File: src/rtl/load_store_unit.sv
// Load/store unit: aligns byte/halfword/word accesses onto a 32-bit word memory,
// using read-modify-write for sub-word stores.
module load_store_unit (
  input  logic        clk,
  input  logic        reset,
  input  logic        req_valid,
  output logic        req_ready,
  input  logic        req_we,
  input  logic [1:0]  req_size,
  input  logic        req_unsigned,
  input  logic [31:0] req_addr,
  input  logic [31:0] req_wdata,
  output logic        resp_valid,
  output logic [31:0] resp_rdata,
  output logic        resp_err,
  output logic [9:0]  mem_addr,
  output logic [31:0] mem_din,
  output logic        mem_wen,
  output logic        mem_ren,
  input  logic [31:0] mem_dout
);

  localparam logic [1:0] SZ_BYTE = 2'b00;
  localparam logic [1:0] SZ_HALF = 2'b01;
  localparam logic [1:0] SZ_WORD = 2'b10;
  localparam logic [1:0] SZ_RSVD = 2'b11;

  typedef enum logic [1:0] {IDLE, READ, WRITE, RESP} state_t;

  state_t      state_q;
  logic        we_q;
  logic [1:0]  size_q;
  logic        uns_q;
  logic [1:0]  lane_q;
  logic [15:0] wdata_q;
  logic [31:0] buf_q;
  logic [31:0] buf_d;
  logic        resp_valid_q;
  logic        resp_err_q;
  logic [31:0] resp_rdata_q;
  logic [9:0]  mem_addr_q;
  logic [31:0] mem_din_q;

  logic        req_err_c;
  logic [31:0] merged_c;
  logic [31:0] load_c;
  logic [7:0]  byte_c;
  logic [15:0] half_c;

  // Misalignment, reserved size, or address outside the 4 KiB window.
  always_comb begin
    req_err_c = (req_size == SZ_RSVD)
             || (req_size == SZ_HALF && req_addr[0])
             || (req_size == SZ_WORD && req_addr[1:0] != 2'b00)
             || (req_addr[31:12] != 20'd0);
  end

  // Buffer value as it will be after this edge; READ captures the memory word.
  always_comb begin
    buf_d    = (state_q == READ) ? mem_dout : buf_q;
    merged_c = buf_d;
    byte_c   = buf_d[{lane_q, 3'b000} +: 8];
    half_c   = buf_d[{lane_q[1], 4'b0000} +: 16];
    load_c   = buf_d;
    case (size_q)
      SZ_BYTE: begin
        merged_c[{lane_q, 3'b000} +: 8] = wdata_q[7:0];
        load_c = {{24{~uns_q & byte_c[7]}}, byte_c};
      end
      SZ_HALF: begin
        merged_c[{lane_q[1], 4'b0000} +: 16] = wdata_q;
        load_c = {{16{~uns_q & half_c[15]}}, half_c};
      end
      default: ;
    endcase
  end

  always_ff @(posedge clk) begin
    if (reset) begin
      state_q      <= IDLE;
      we_q         <= 1'b0;
      size_q       <= 2'b00;
      uns_q        <= 1'b0;
      lane_q       <= 2'b00;
      wdata_q      <= 16'd0;
      buf_q        <= 32'd0;
      resp_valid_q <= 1'b0;
      resp_err_q   <= 1'b0;
      resp_rdata_q <= 32'd0;
      mem_addr_q   <= 10'd0;
      mem_din_q    <= 32'd0;
    end else begin
      resp_valid_q <= 1'b0;
      resp_err_q   <= 1'b0;
      resp_rdata_q <= 32'd0;
      buf_q        <= buf_d;
      case (state_q)
        IDLE: begin
          if (req_valid) begin
            we_q       <= req_we;
            size_q     <= req_size;
            uns_q      <= req_unsigned;
            lane_q     <= req_addr[1:0];
            wdata_q    <= req_wdata[15:0];
            mem_addr_q <= req_addr[11:2];
            if (req_err_c) begin
              state_q      <= RESP;
              resp_valid_q <= 1'b1;
              resp_err_q   <= 1'b1;
            end else if (req_we && req_size == SZ_WORD) begin
              mem_din_q <= req_wdata;
              state_q   <= WRITE;
            end else begin
              state_q <= READ;
            end
          end
        end
        READ: begin
          if (we_q) begin
            mem_din_q <= merged_c;
            state_q   <= WRITE;
          end else begin
            resp_rdata_q <= load_c;
            resp_valid_q <= 1'b1;
            state_q      <= RESP;
          end
        end
        WRITE: begin
          resp_valid_q <= 1'b1;
          state_q      <= RESP;
        end
        default: state_q <= IDLE;
      endcase
    end
  end

  assign req_ready  = (state_q == IDLE);
  assign resp_valid = resp_valid_q;
  assign resp_err   = resp_err_q;
  assign resp_rdata = resp_rdata_q;
  assign mem_addr   = mem_addr_q;
  assign mem_din    = mem_din_q;
  // Strobes are gated by reset so an in-flight access is cut immediately.
  assign mem_ren    = (state_q == READ) && !reset;
  assign mem_wen    = (state_q == WRITE) && !reset;

endmodule

File: config.mk
export PLATFORM = sky130hd
export DESIGN_NAME = load_store_unit
export DESIGN_NICKNAME = d
export VERILOG_FILES = /design/src/rtl/load_store_unit.sv
export SDC_FILE = /design/constraint.sdc
export NUM_CORES = 1
export LEC_CHECK = 0
export CAP_MARGIN = 15
export CORE_MARGIN = 1.5
export CORE_UTILIZATION = 45
export CTS_CLUSTER_DIAMETER = 120
export DETAILED_ROUTE_END_ITERATION = 6
export PLACE_DENSITY = 0.73
export SLEW_MARGIN = 20
export SYNTH_ARGS = -nofsm -noshare
export SYNTH_HDL_FRONTEND = slang
export SYNTH_SLANG_ARGS = --single-unit
File: constraint.sdc
create_clock -name clk -period 4.85 [get_ports clk]
set_input_delay 0.485 -clock clk [delete_from_list [all_inputs] [get_ports clk]]
set_output_delay 0.485 -clock clk [all_outputs]
set_load 0.1 [all_outputs]
==> flow_summary_export.csv, run 1 <==
group,metric,value,unit
timing,holdWs,0.459,ns
setup_path,start_kind,"flop",
routing,ant_nets,0,
die,std_cell_rows,44,
die,start_util,0.463,
timing,worst_pin_slew,1.07,ns
finish,nets,1074,
timing,min_period_over_period,0.735,
run,maxCapViolations,0,
yosys,synthArstFlopShare,0,
min_path,hp-start,"mem_addr[5]",
setup_path,reg2reg_depth,5,
yosys,synth-simple-area-share,0.191,
outcome,status,"finished with violations",
yosys,yosys_register_bits,132,
global_route,antenna_found_initial,0,
power_and_ir_drop,power_frac_seq,0.267,
finish,area_growth,35.0,%
timing,rsz0062_at_grt,"no",
routing,remaining_drc_errors,10,
setup_path,critical_path.max_fanout,72,
power_and_ir_drop,p_leak,3.20,nW
finish,drive_gt1_frac,0.0790,
global_route,track_usage,0.280,
routing,drt_pass1_iterations,7,
yosys,synth_top_family_by_area,"compound AO/OA/AOI/OAI gates",
clocking,cts_resized,0,
setup_path,path_class,"reg -> out",
yosys,synth_compound_gate_area_share,0.266,
power_and_ir_drop,p_per_area,579,nW/µm²
timing,fin_crit,3.57,ns
timing,fin_setup_tns,0,ns
routing,routedWlPerCell,19.0,µm
setup_path,crit_family,"buffers and inverters",
timing,slew_headroom,0.289,
power_and_ir_drop,irDropWorstVdd,407,µV
power_and_ir_drop,internal-power,2.86,mW
die,dieHeight,126,µm
power_and_ir_drop,power_switching,2.46,mW
clocking,postCtsSetupBuffers,0,
outcome,violations,"DRC",
setup_path,slowest_stage,"clkdlybuf4s50_1",
setup_path,cp_data_required_time,4.37,ns
yosys,syn_area_per_cell,8.18,µm²
global_route,grt_pass1_wl,34900,µm
power_and_ir_drop,p_clk_frac,0.245,
yosys,yosys_most_used_dff,"dfxtp_1",
min_path,whs_endpoint,"mem_addr[5]",
yosys,yosys-mux-area-fraction,0.0824,
setup_path,max_stage_delay,1.17,ns
yosys,synthXorXnorAreaFrac,0,
yosys,yosysWarnings,0,
finish,mostFrequentLayoutCell,"clkdlybuf4s50_1",
clocking,cts_buffer_depth,2,
finish,antenna_cells,0,
clocking,cts_tree,"yes",
global_route,grt-ovfl-total,0,
setup_path,path_cells,"ha_4, nor2b_1, clkdlybuf4s50_1",
yosys,yosysSeqAreaShare,0.389,
clocking,htree_levels,4,
timing,slew_violations,0,
clocking,root_buffer,"clkbuf_16",
die,die_area,15800,µm²
setup_path,reg2reg_to,"resp_rdata[14]",
routing,drt_wl_total,22000,µm
place,io_buffers,181,
clocking,path_clk_slew,0.06,ns
yosys,synth_nets,942,
clocking,hold_buffers,0,
yosys,synth_edf_count,0,
setup_path,worst_ep_arrival_time,3.08,ns
routing,drt_iter0_markers,722,
yosys,synth_cells,830,
clocking,cts_inserted_buffers,17,
power_and_ir_drop,combPwrFrac,0.488,
clocking,clock-sinks,132,
global_route,first_global_vias,6397,
die,core,14600,µm²
yosys,syn-cell-area,6790,µm²
global_route,grt_max_degree,74,
clocking,clk_latency,0.43,ns
timing,finClkSkew,0.00889,ns
setup_path,reg2reg_from,"state_q[0]",
yosys,yosys.cell_types.count,61,
finish,nFillCells,1253,
timing,hold_viol_final,0,
yosys,yosys.area_share.adder,0.0166,
routing,dr_total_vias,6820,
place,dpl.hpwl,15600,µm
die,io-pin-count,182,
min_path,hold_path.class,"reg -> reg",
finish,mostFrequentLayoutCells,"clkdlybuf4s50_1, dfxtp_1, nand2_1",
min_path,min_delay_path_depth,2,
power_and_ir_drop,sw_frac_of_total,0.462,
die,die_w,126,µm
setup_path,crit_buf_inv,1,
timing,setup-violations-final,0,
setup_path,critPathCaptureType,"primary output",
timing,max_freq,280,MHz
routing,via_per_inst,5.88,
place,place_congestion,0.909,
setup_path,rrSetupSlack,1.78,ns
## registers in the layout (all words and copies together) (netlist names)
register / count
wdata_q: 16
buf_q: 32
resp_err: 1
resp_rdata: 32
state_q: 2
lane_q: 2
size_q: 2
resp_valid: 1
we_q: 1
uns_q: 1
mem_addr: 10
mem_din: 32
## worst min-delay path: stages, from the launching register on
cell	delay, ns
dfxtp_1	0.31
nand2_1	0.05
a21oi_1	0.05
## cell families after synthesis
family / count (synthesis)
simple gates: 275
mux: 53
fa+ha+maj: 9
compound gates: 276
buf+inv: 85
flops: 132
## cells in the mapped netlist (8+ instances only)
| cell type | instances | area share |
|---|---|---|
| mux2_2 | 19 | 0.032 |
| a21oi_1 | 91 | 0.067 |
| nor2_1 | 65 | 0.036 |
| o2111ai_1 | 16 | 0.021 |
| nand2b_1 | 12 | 0.011 |
| buf_4 | 8 | 0.0088 |
| nand2_1 | 114 | 0.063 |
| buf_2 | 15 | 0.011 |
| a22oi_1 | 10 | 0.011 |
| nor2b_1 | 32 | 0.029 |
| ha_1 | 9 | 0.017 |
| dfxtp_1 | 132 | 0.39 |
| inv_1 | 9 | 0.0050 |
| clkbuf_1 | 48 | 0.027 |
| nand3_1 | 25 | 0.018 |
| mux2i_1 | 33 | 0.049 |
| o21ai_0 | 71 | 0.052 |
## per-stage QoR
stage / cell area [µm²] / util / std cells / total power, mW / setup WS [ns]
after detailed placement: 8560 / 0.585 / 1127 / 3.99 / 1.66
after global routing: 9170 / 0.626 / 1159 / 5.56 / 1.16
after floorplan: 6790 / - / 830 / 3.38 / 1.59
after CTS: 9160 / 0.626 / 1159 / 5.29 / 1.27
final: 9170 / 0.626 / 1159 / 5.31 / 1.28
after global placement: 8560 / 0.585 / 1127 / 3.97 / 1.72
## cell type report
class                      count  area (µm²)  share of cell area
multi-input combinational    613        3790               0.413
inverter                       9        33.8             0.00369
sequential                   132        2640               0.288
tap                          184         230              0.0251
clock buffer                  19         453              0.0494
timing repair buffer         189        1870               0.204
clock inverter                13         149              0.0162
## worst max-delay path by stage
| stage | from | to | slack, ns | cells after the start |
|---|---|---|---|---|
| final | state_q[0] | mem_ren | 1.28 | 3 |
| after global routing | state_q[0] | mem_ren | 1.16 | 3 |
| after CTS | state_q[0] | mem_ren | 1.27 | 3 |
| after detailed placement | req_addr[17] | mem_din[19] | 1.66 | 6 |
| after global placement | req_addr[17] | mem_din[19] | 1.72 | 6 |
| after floorplan | state_q[1] | mem_ren | 1.59 | 7 |
## per-layer routing
metal / GRT usage / vias up / wire [µm]
met2: 0.434 / 393 / 9700
li1: - / 3239 / -
met4: 0.104 / 0 / 595
met5: 0 / - / 0
met3: 0.0807 / 43 / 2120
met1: 0.370 / 3145 / 9590
## power groups by stage
| stage | logic (mW) | clock network (mW) | registers [mW] |
|---|---|---|---|
| floorplan | 1.34 | 0 | 2.04 |
| global placement | 2.54 | 0 | 1.43 |
| detailed placement | 2.55 | 0 | 1.44 |
| CTS | 2.56 | 1.31 | 1.42 |
| global route | 2.75 | 1.37 | 1.44 |
| finish | 2.59 | 1.30 | 1.42 |
(Power assumes the default switching activity.)
==> inputs of run 2 (changes only) <==
==> constraint.sdc (replaced) <==
create_clock -name clk -period 3.75 [get_ports clk]
set_input_delay 0.375 -clock clk [delete_from_list [all_inputs] [get_ports clk]]
set_output_delay 0.375 -clock clk [all_outputs]
set_load 0.1 [all_outputs]
==> run 2 against run 1 <==
Compared with the run above: the run still ends with DRC left; hold slack worse by 0.036 ns; combinational power is 32% higher; sequential power is 27% higher; utilization is 0.30 points higher; global-route usage is 0.056 points lower; cell area is 0.48% higher; clock power is 22% higher; sequential share of layout area is 0.14 points lower; setup slack worse by 0.31 ns.
==> flow_summary_export.csv, run 2 (synthesized netlist as in run 1, its figures left out) <==
group,metric,value,unit
outcome,status,"finished with violations",
outcome,violations,"DRC",
global_route,antenna_found_initial,0,
setup_path,path_class,"reg -> out",
setup_path,reg2reg_from,"state_q[1]",
setup_path,critPathCaptureType,"primary output",
run,maxCapViolations,0,
finish,antenna_cells,0,
power_and_ir_drop,irDropWorstVdd,471,µV
routing,drt_iter0_markers,734,
global_route,track_usage,0.279,
finish,area_growth,35.7,%
power_and_ir_drop,power_switching,3.15,mW
power_and_ir_drop,internal-power,3.65,mW
routing,via_per_inst,5.78,
global_route,grt_pass1_wl,35000,µm
global_route,first_global_vias,6446,
clocking,htree_levels,4,
routing,drt_wl_total,21800,µm
setup_path,reg2reg_depth,7,
timing,slew_violations,0,
timing,worst_pin_slew,0.999,ns
timing,finClkSkew,0.00509,ns
timing,min_period_over_period,0.741,
die,die_w,126,µm
place,io_buffers,181,
timing,rsz0062_at_grt,"no",
timing,fin_crit,2.78,ns
global_route,grt-ovfl-total,0,
setup_path,critical_path.max_fanout,41,
clocking,cts_tree,"yes",
power_and_ir_drop,combPwrFrac,0.503,
routing,remaining_drc_errors,4,
timing,slew_headroom,0.332,
die,die_area,15800,µm²
setup_path,path_cells,"inv_1, ha_4, buf_4, nor2b_1, buf_4",
die,std_cell_rows,44,
clocking,clock-sinks,132,
timing,setup-violations-final,0,
setup_path,reg2reg_to,"resp_rdata[12]",
setup_path,start_kind,"flop",
die,core,14600,µm²
routing,ant_nets,0,
finish,drive_gt1_frac,0.0883,
setup_path,max_stage_delay,0.51,ns
setup_path,worst_ep_arrival_time,2.40,ns
setup_path,cp-endpoint,"mem_ren",
routing,routedWlPerCell,18.7,µm
die,dieHeight,126,µm
timing,hold_viol_final,0,
setup_path,slowest_stage,"ha_4",
finish,fin_util,0.629,
routing,drt_pass1_iterations,7,
clocking,cts_inserted_buffers,17,
power_and_ir_drop,power_frac_seq,0.265,
finish,mostFrequentLayoutCell,"clkdlybuf4s50_1",
die,start_util,0.463,
routing,dr_total_vias,6759,
setup_path,crit_family,"buffers and inverters",
setup_path,crit_path_frequent_cell,"buf_4",
setup_path,rrSetupSlack,1.16,ns
power_and_ir_drop,sw_frac_of_total,0.463,
min_path,hold_path.class,"in -> reg",
clocking,cts_resized,0,
finish,mostFrequentLayoutCells,"clkdlybuf4s50_1, dfxtp_1, nand2_1",
clocking,root_buffer,"clkbuf_16",
clocking,cts_buffer_depth,2,
setup_path,crit_buf_inv,3,
clocking,postCtsSetupBuffers,0,
place,dpl.hpwl,15600,µm
power_and_ir_drop,p_total,6.80,mW
finish,nets,1084,
die,io-pin-count,182,
clocking,clk_latency,0.42,ns
setup_path,cp-startpoint,"state_q[1]",
place,place_congestion,0.920,
global_route,grt_max_degree,68,
timing,max_freq,360,MHz
clocking,hold_buffers,0,
power_and_ir_drop,p_clk_frac,0.232,
timing,fin_setup_tns,0,ns
setup_path,cp_data_required_time,3.38,ns
clocking,path_clk_slew,0.06,ns
setup_path,cp.depth,5,
power_and_ir_drop,p_leak,3.23,nW
power_and_ir_drop,p_per_area,739,nW/µm²
-- run 2: changes by cell type in the layout (fill, tap and decap cells not counted) --
cell / delta
buf_12: +1
buf_4: +10
bufinv_16: -1
clkdlybuf4s50_1: -1
clkinv_2: +4
clkinv_4: -1
clkinvlp_4: +2
inv_6: -4
nand2_1: +1
nand2_2: -1
-- run 2: layout make-up --
type	instances	area, µm²
fillers	1260	5440
multi-input cells	613	3780
flip-flops and latches	132	2640
repair buffers	199	1950
clock buffers	19	453
well taps	184	230
clock inverters	13	110
inverters	9	33.8
-- run 2: worst min path at each step --
stage | slack [ns] | end | startpoint | cells after the start
finish | 0.42 | size_q[0] | reset | 2
global route | 0.44 | buf_q[4] | reset | 2
CTS | 0.41 | buf_q[4] | reset | 2
detailed placement | 0.45 | mem_addr[4] | mem_addr[4] | 2
global placement | 0.44 | wdata_q[2] | wdata_q[2] | 2
floorplan | 0.43 | wdata_q[2] | wdata_q[2] | 2
-- run 2: power groups by stage --
stage / sequential [mW] / combinational [mW] / clock, mW
6_report: 1.81 / 3.42 / 1.58
3_5_place_dp: 1.83 / 3.38 / 0
3_3_place_gp: 1.82 / 3.36 / 0
4_1_cts: 1.80 / 3.39 / 1.59
2_1_floorplan: 2.64 / 1.73 / 0
5_1_grt: 1.83 / 3.65 / 1.65
-- run 2: metal layers --
metal  track usage  share of wire
met1         0.384           0.45
met2         0.422           0.43
met3        0.0752          0.093
met4        0.0980          0.025
met5             0              0
-- run 2: stage by stage --
| step | instance area (µm²) | hold slack (ns) | cells | worst slack [ns] |
|---|---|---|---|---|
| after floorplan | 6790 | 0.432 | 830 | 0.596 |
| after global placement | 8650 | 0.438 | 1137 | 1.11 |
| after detailed placement | 8650 | 0.448 | 1137 | 1.04 |
| after CTS | 9210 | 0.411 | 1169 | 0.996 |
| after global routing | 9210 | 0.438 | 1169 | 0.800 |
| final | 9210 | 0.424 | 1169 | 0.971 |
==> inputs of run 3 (changes only) <==
==> constraint.sdc (replaced) <==
create_clock -name clk -period 2.88 [get_ports clk]
set_input_delay 0.288 -clock clk [delete_from_list [all_inputs] [get_ports clk]]
set_output_delay 0.288 -clock clk [all_outputs]
set_load 0.1 [all_outputs]
==> run 3 against run 2 <==
Compared with the run above: the run still ends with DRC left; via count rose by 2.1%; utilization decreased by 0.62 points; clock-buffer cell count up 4; critical endpoint unchanged; largest cell class unchanged; largest power group unchanged.
==> flow_summary_export.csv, run 3 (synthesized netlist as in run 1, its figures left out) <==
group,metric,value,unit
clocking,hold_buffers,0,
die,io-pin-count,182,
power_and_ir_drop,irDropWorstVdd,691,µV
clocking,cts_tree,"yes",
routing,drt_iter0_markers,681,
die,die_area,15800,µm²
global_route,grt_max_degree,47,
timing,worst_pin_slew,1.04,ns
clocking,path_clk_slew,0.06,ns
setup_path,cp.depth,5,
routing,drt_pass1_iterations,7,
routing,dr_total_vias,6904,
routing,ant_nets,0,
place,dpl.hpwl,15800,µm
finish,nets,1091,
setup_path,crit_path_frequent_cell,"buf_4",
timing,finClkSkew,0.00760,ns
power_and_ir_drop,p_per_area,992,nW/µm²
setup_path,crit_buf_inv,3,
setup_path,critPathCaptureType,"primary output",
setup_path,rrSetupSlack,0.37,ns
die,std_cell_rows,44,
setup_path,reg2reg_depth,7,
clocking,cts_buffer_depth,2,
global_route,grt-ovfl-total,0,
min_path,hp-start,"reset",
place,pre_cts_ws,0.268,ns
timing,setup-violations-final,0,
clocking,htree_levels,4,
setup_path,start_kind,"flop",
finish,mostFrequentLayoutCells,"dfxtp_1, nand2_1, buf_4",
outcome,status,"finished with violations",
setup_path,cp-endpoint,"mem_ren",
setup_path,path_class,"reg -> out",
timing,slew_headroom,0.307,
finish,drive_gt1_frac,0.172,
place,place_congestion,0.889,
setup_path,crit_family,"buffers and inverters",
die,dieHeight,126,µm
timing,slew_violations,0,
routing,drt_wl_total,21900,µm
finish,fin_util,0.623,
global_route,grt_pass1_wl,34400,µm
die,die_w,126,µm
clocking,root_buffer,"clkbuf_16",
global_route,first_global_vias,6303,
clocking,postCtsSetupBuffers,0,
timing,hold_viol_final,0,
setup_path,path_cells,"ha_4, buf_4, buf_4, nor2b_2, buf_4",
die,core,14600,µm²
timing,rsz0062_at_grt,"no",
clocking,clk_latency,0.42,ns
timing,max_freq,376,MHz
timing,setup_ws,0.220,ns
timing,min_period_over_period,0.924,
min_path,hold_path.class,"in -> reg",
setup_path,cp_data_required_time,2.59,ns
setup_path,reg2reg_to,"mem_din[17]",
clocking,clock-sinks,132,
power_and_ir_drop,p_leak,3.44,nW
global_route,track_usage,0.275,
setup_path,cp-startpoint,"state_q[0]",
run,maxCapViolations,0,
outcome,violations,"DRC",
setup_path,slowest_stage,"ha_4",
finish,area_growth,34.4,%
setup_path,worst_ep_arrival_time,2.37,ns
finish,antenna_cells,0,
clocking,cts_inserted_buffers,17,
finish,nFillCells,1316,
finish,mostFrequentLayoutCell,"dfxtp_1",
timing,fin_crit,2.66,ns
setup_path,max_stage_delay,0.46,ns
clocking,cts_resized,0,
setup_path,reg2reg_from,"state_q[1]",
timing,fin_setup_tns,0,ns
routing,via_per_inst,5.87,
place,io_buffers,181,
routing,routedWlPerCell,18.6,µm
die,start_util,0.463,
routing,remaining_drc_errors,12,
setup_path,critical_path.max_fanout,33,
global_route,antenna_found_initial,0,
-- run 3: changes by cell type in the layout (fill, tap and decap cells not counted), sizes merged --
| cell | before | now |
|---|---|---|
| clkdlybuf4s50 | 179 | 101 |
| buf | 20 | 105 |
| bufinv | 1 | 3 |
| clkinv | 10 | 4 |
| clkbuf | 19 | 23 |
-- run 3: through the flow --
stage / area, µm² / hold WS [ns] / total power [mW] / std cells
after floorplan: 6790 / 0.424 / 5.69 / 830
after global placement: 8510 / 0.442 / 6.77 / 1144
after detailed placement: 8510 / 0.447 / 6.79 / 1144
after CTS: 9120 / 0.304 / 9.03 / 1176
after global routing: 9120 / 0.326 / 9.48 / 1176
final: 9120 / 0.322 / 9.04 / 1176
-- run 3: how the worst min path moves through the flow --
stage,end,slack [ns],cells after the start
6_report,buf_q[19],0.32,2
5_1_grt,buf_q[19],0.33,2
4_1_cts,buf_q[19],0.30,2
3_5_place_dp,wdata_q[2],0.45,2
3_3_place_gp,wdata_q[2],0.44,2
2_1_floorplan,wdata_q[2],0.42,2
-- run 3: final cells by class --
cell class,count,area [µm²],area share
Timing Repair Buffer,206,1810,0.199
Tap cell,184,230,0.0252
Clock inverter,9,125,0.0137
Multi-Input combinational cell,613,3790,0.415
Clock buffer,23,488,0.0535
Sequential cell,132,2640,0.290
Inverter,9,33.8,0.00370
-- run 3: where the power goes --
group          internal (mW)  switching [mW]
Sequential              2.15           0.217
Clock                   1.45           0.789
Combinational           1.35            3.08
-- run 3: metal layers --
| metal | track usage | share of wire | up-vias |
|---|---|---|---|
| met5 | 0 | 0 | - |
| met4 | 0.0609 | 0.016 | 0 |
| met3 | 0.0705 | 0.089 | 31 |
| met2 | 0.431 | 0.45 | 339 |
| met1 | 0.383 | 0.44 | 3258 |
| li1 | - | - | 3276 |
